$ cat config.mk
export PLATFORM = sky130hd
export DESIGN_NAME = clut_map_rw_sched
export DESIGN_NICKNAME = d
export VERILOG_FILES = /design/src/rtl/clut_map_rw_sched.sv
export SDC_FILE = /design/constraint.sdc
export NUM_CORES = 1
export LEC_CHECK = 0
export CAP_MARGIN = 10
export CELL_PAD_IN_SITES_DETAIL_PLACEMENT = 2
export CELL_PAD_IN_SITES_GLOBAL_PLACEMENT = 2
export CORE_ASPECT_RATIO = 0.6
export CORE_MARGIN = 2
export CORE_UTILIZATION = 40
export DETAILED_ROUTE_END_ITERATION = 10
export PLACE_DENSITY = 0.8
export SKIP_CTS_REPAIR_TIMING = 1
export SLEW_MARGIN = 10
export SYNTH_ARGS = -nofsm -noshare
export SYNTH_HDL_FRONTEND = slang
export SYNTH_SLANG_ARGS = --single-unit
$ cat constraint.sdc
create_clock -name sys_clk -period 6.75 [get_ports sys_clk]
set_input_delay 0.675 -clock sys_clk [delete_from_list [all_inputs] [get_ports sys_clk]]
set_output_delay 0.675 -clock sys_clk [all_outputs]
set_load 0.02 [all_outputs]
$ cat src/rtl/clut_map_rw_sched.sv
// clut_map_rw_sched
// Runs one clutter-map update pass per frame. It walks the map RAM addresses
// 0..cfg_last_addr and issues one read per address. The read data goes to the
// TAS threshold stage. Each threshold that comes back is written to the address
// it was read from. Read addresses wait in a FIFO until their result returns,
// so any in-order datapath latency works.
//
// Ports
//   sys_clk, rst           clock, asynchronous active-high reset
//   frame_start            pulse, starts a pass (ignored while busy)
//   cfg_last_addr          last cell of the pass, sampled when a pass starts
//   map_rd_en/_addr        map RAM read strobe and address
//   radmap_rd_vld          map_rd_en delayed by RAM_RD_LAT, to threshold stage
//   thresh_valid/_dat      result from threshold stage
//   map_wr_en/_addr/_dat   map RAM write-back
//   busy, frame_done       pass in progress / pass finished pulse
//   err_frame_ovr          frame_start seen while busy
//   err_unexp_ret          result returned with nothing outstanding (dropped)
//
// state   | meaning
// S_IDLE  | waiting for frame_start
// S_READ  | issuing reads, throttled by outstanding count
// S_DRAIN | all reads issued, waiting for remaining write-backs
module clut_map_rw_sched #(
   parameter int ADDR_W     = 12,
   parameter int DAT_W      = 16,
   parameter int RAM_RD_LAT = 2,
   parameter int MAX_OUTSTD = 16
) (
   input  logic              sys_clk,
   input  logic              rst,
   input  logic              frame_start,
   input  logic [ADDR_W-1:0] cfg_last_addr,
   output logic              map_rd_en,
   output logic [ADDR_W-1:0] map_rd_addr,
   output logic              radmap_rd_vld,
   input  logic              thresh_valid,
   input  logic [DAT_W-1:0]  thresh_dat,
   output logic              map_wr_en,
   output logic [ADDR_W-1:0] map_wr_addr,
   output logic [DAT_W-1:0]  map_wr_dat,
   output logic              busy,
   output logic              frame_done,
   output logic              err_frame_ovr,
   output logic              err_unexp_ret
);

   localparam int PW = (MAX_OUTSTD > 1) ? $clog2(MAX_OUTSTD) : 1;
   localparam int CW = PW + 1;
   localparam logic [CW-1:0] MAX_C = CW'(MAX_OUTSTD);

   typedef enum logic [1:0] {S_IDLE, S_READ, S_DRAIN} state_t;

   state_t                  state;
   logic [ADDR_W-1:0]       addr;
   logic [ADDR_W-1:0]       last_addr;
   logic [CW-1:0]           outstd;
   logic [PW-1:0]           push_ptr;
   logic [PW-1:0]           pop_ptr;
   logic [ADDR_W-1:0]       fifo_mem [MAX_OUTSTD];
   logic [RAM_RD_LAT-1:0]   vld_sr;

   logic pop;
   logic can_issue;
   logic accept;

   // The FIFO holds exactly the outstanding addresses, so "non-empty" is outstd != 0.
   // A result returning this cycle frees a slot for a read issued on the same edge.
   always_comb begin
      pop       = thresh_valid && (outstd != '0);
      can_issue = (state == S_READ) && ((outstd < MAX_C) || pop);
      // A frame_start in the frame_done cycle still counts as arriving while busy.
      accept    = frame_start && (state == S_IDLE) && !frame_done;
   end

   assign radmap_rd_vld = vld_sr[RAM_RD_LAT-1];

   always_ff @(posedge sys_clk) begin
      if (can_issue) fifo_mem[push_ptr] <= addr;
   end

   always_ff @(posedge sys_clk or posedge rst) begin
      if (rst) begin
         state         <= S_IDLE;
         addr          <= '0;
         last_addr     <= '0;
         outstd        <= '0;
         push_ptr      <= '0;
         pop_ptr       <= '0;
         vld_sr        <= '0;
         map_rd_en     <= 1'b0;
         map_rd_addr   <= '0;
         map_wr_en     <= 1'b0;
         map_wr_addr   <= '0;
         map_wr_dat    <= '0;
         busy          <= 1'b0;
         frame_done    <= 1'b0;
         err_frame_ovr <= 1'b0;
         err_unexp_ret <= 1'b0;
      end else begin
         map_rd_en     <= can_issue;
         map_wr_en     <= pop;
         frame_done    <= 1'b0;
         err_frame_ovr <= frame_start && !accept;
         err_unexp_ret <= thresh_valid && !pop;

         vld_sr[0] <= map_rd_en;
         for (int i = 1; i < RAM_RD_LAT; i++) vld_sr[i] <= vld_sr[i-1];

         if (can_issue) begin
            map_rd_addr <= addr;
            addr        <= addr + ADDR_W'(1);
            push_ptr    <= push_ptr + PW'(1);
         end
         if (pop) begin
            map_wr_addr <= fifo_mem[pop_ptr];
            map_wr_dat  <= thresh_dat;
            pop_ptr     <= pop_ptr + PW'(1);
         end

         if (can_issue && !pop)      outstd <= outstd + CW'(1);
         else if (!can_issue && pop) outstd <= outstd - CW'(1);

         case (state)
            S_IDLE: begin
               if (accept) begin
                  last_addr <= cfg_last_addr;
                  addr      <= '0;
                  busy      <= 1'b1;
                  state     <= S_READ;
               end
            end
            S_READ: begin
               if (can_issue && (addr == last_addr)) state <= S_DRAIN;
            end
            S_DRAIN: begin
               // The last write strobe is already on the bus when outstd reaches 0.
               if (outstd == '0) begin
                  state      <= S_IDLE;
                  busy       <= 1'b0;
                  frame_done <= 1'b1;
               end
            end
            default: state <= S_IDLE;
         endcase
      end
   end

endmodule

==> metrics.cfg <==
[outcome]
outcome=finished, final reports clean

[clocking]
clockBufferDepth=3
clock_latency_ns=0.55
path_clk_slew_ns=0.06
cts_root_buf=clkbuf_16
clock_sinks=279
cts_tree=done
htreeDepth=1
cts_buffers=27

[layout]
diodes=0
layout-drive-gt1-share_pct=20.1
mostFrequentLayoutCells=edfxtp_1, dfrtp_1, clkdlybuf4s50_1
nets=742
postLayoutCoreUtil_pct=47.7
syn_to_final_growth_pct=18.2
final_common_cell=edfxtp_1
fill_cells=2475

[synth]
seq_area_frac_synth_pct=71.8
synth_area_um2=11100
ys_warn_count=0
syn_nets=664
synthFlopType=edfxtp_1
syn_avg_cell_area_um2=17.8
synthCells=621
ys_ff_latch=279
synth_edf_count=192
synth-async-reset-ratio_pct=31.2
synthDistinctLibCells=40

[pwr]
power_density_nw_per_um2=451
peakVddDrop_mv=0.192
leakagePower_nw=4.73

[drt]
ant_nets=0
wl_met2_um=13700
dr_total_vias=5855
vias_per_cell=5.39
remaining_drc_errors=0
wl_per_cell_um=25.8
dr_wl_met3_um=1350
routed_wl_um=28000
drt_iter0_drc=385
drt_pass1_iterations=4
top_layer=met4
met1_length_um=12500

[sta]
final_hold_viol_count=0
max_freq_mhz=227
finalCriticalPeriod_ns=4.41
slew_viol_final=0
slew_headroom_pct=31.4
tightest_slew_ns=1.03
post-route-period-util_pct=65.4
whs_ns=0.352
fin_worst_skew_ns=0.0191
setup_tns_ns=0
setup_viol=0
rsz0062_at_grt=no

[floorplanning]
dieArea_um2=29100
die_w_um=219
die_h_um=133
start_util_pct=40.4
rows=47
ioPinCount=79
design.core.area_um2=27400

[worst_setup_path]
cp_max_fo=27
timing.rr.start=state[0]
cp.required_ns=7.20
critPathKind=input pin to flop
cp-end-kind=flop
startpoint_type=input pin
crit_start=thresh_valid
cp.arrival_ns=4.86

[global_routing]
grt_pass1_wl_um=43000
grt_pass1_vias=6709
grt_max_degree=56
grt_usage_pct=20.1
grt-ovfl-total=0
grt_antenna_before_repair=0

[hold_path]
hp-class=flop to flop
min_from=vld_sr[0]

[place]
gp_congestion=0.808
dp_hpwl_um=17600
portBuffers=78

[run]
drv_cap=0

[routing by layer]
| metal | up-vias | track usage, % |
|---|---|---|
| met4 | 0 | 4.28 |
| met2 | 155 | 33.4 |
| met3 | 42 | 4.09 |
| met1 | 3128 | 27.7 |
| li1 | 2530 | - |
| met5 | - | 0 |
[Yosys cell counts, drive strengths merged, types with 6 or more instances]
master / n / share of area (%)
edfxtp: 192 / 52
dfrtp: 87 / 20
nand2: 49 / 1.7
mux4: 48 / 9.8
mux2: 41 / 4.6
o22ai: 24 / 1.4
xnor2: 20 / 1.6
buf: 18 / 1.1
nor2: 17 / 0.58
a21oi: 16 / 0.72
clkbuf: 16 / 0.54
xor2: 12 / 0.95
inv: 11 / 0.40
ha: 10 / 1.1
and2: 8 / 0.45
nand4: 8 / 0.45
nor3: 6 / 0.27
o21ai: 6 / 0.37
[cell type report]
type | count | area [um2] | area share (%)
sequential | 279 | 7940 | 60.7
inverter | 12 | 48.8 | 0.373
clock buffer | 36 | 781 | 5.97
tap | 367 | 459 | 3.51
timing repair buffer | 83 | 818 | 6.26
clock inverter | 14 | 123 | 0.938
multi-input combinational | 296 | 2910 | 22.2
[logic make-up (layout without fill, tap and decap cells)]
family | Yosys count | count (layout) | synth area share, %
AOI/OAI and AO/OA | 51 | 51 | 2.79
adders and majority gates | 11 | 11 | 1.31
xor gates and xnor gates | 32 | 32 | 2.53
muxes | 91 | 91 | 14.5
buffers and inverters | 46 | 145 | 2.05
and+or+nand+nor | 111 | 111 | 5.01
DFF | 279 | 279 | 71.8
[report_power, final]
| group | leakage, nW | switching [W] | internal (W) |
|---|---|---|---|
| registers | 2.86 | 0.000301 | 0.00227 |
| clock network | 0.441 | 0.000664 | 0.000888 |
| logic | 1.43 | 0.000973 | 0.000808 |
[registers in the layout (all words and copies together), names as in the netlist]
name and count:
state 2, busy 1, pop_ptr 4, outstd 5, last_addr 12, map_wr_dat 16
push_ptr 4, frame_done 1, map_wr_addr 12, err_unexp_ret 1, err_frame_ovr 1, fifo_mem 192
map_wr_en 1, map_rd_addr 12, addr 12, map_rd_en 1, vld_sr 2
[through the flow]
stage / setup slack (ns) / cells / cell area [um2] / total power (W)
after floorplan: 3.82 / 621 / 11100 / 0.00371
after global placement: 2.23 / 1037 / 12200 / 0.00422
after detailed placement: 1.86 / 1037 / 12200 / 0.00439
after CTS: 2.36 / 1087 / 13100 / 0.00597
after global routing: 2.01 / 1087 / 13100 / 0.00619
final: 2.34 / 1087 / 13100 / 0.00590
[path summary, 6_finish.rpt]
kind | end | slack (ns) | cells after the start
min | vld_sr[1] | 0.35 | 0
min reg2reg | vld_sr[1] | 0.35 | 0
max in group asynchronous | addr[9] | 5.03 | 3
max reg2reg | outstd[4] | 2.61 | 10
max | outstd[4] | 2.34 | 11
min in group asynchronous | map_wr_dat[14] | 0.53 | 2
[critical path, cell delays in order]
cell             delay (ns)
clkdlybuf4s50_1        0.49
nand2b_1               0.24
nand2_1                0.57
clkinv_1               0.92
ha_1                   0.55
inv_1                  0.16
ha_1                   0.32
a21o_1                 0.24
a21oi_1                0.22
mux2i_1                0.28
xnor2_1                0.19
(Power assumes the default switching activity.)
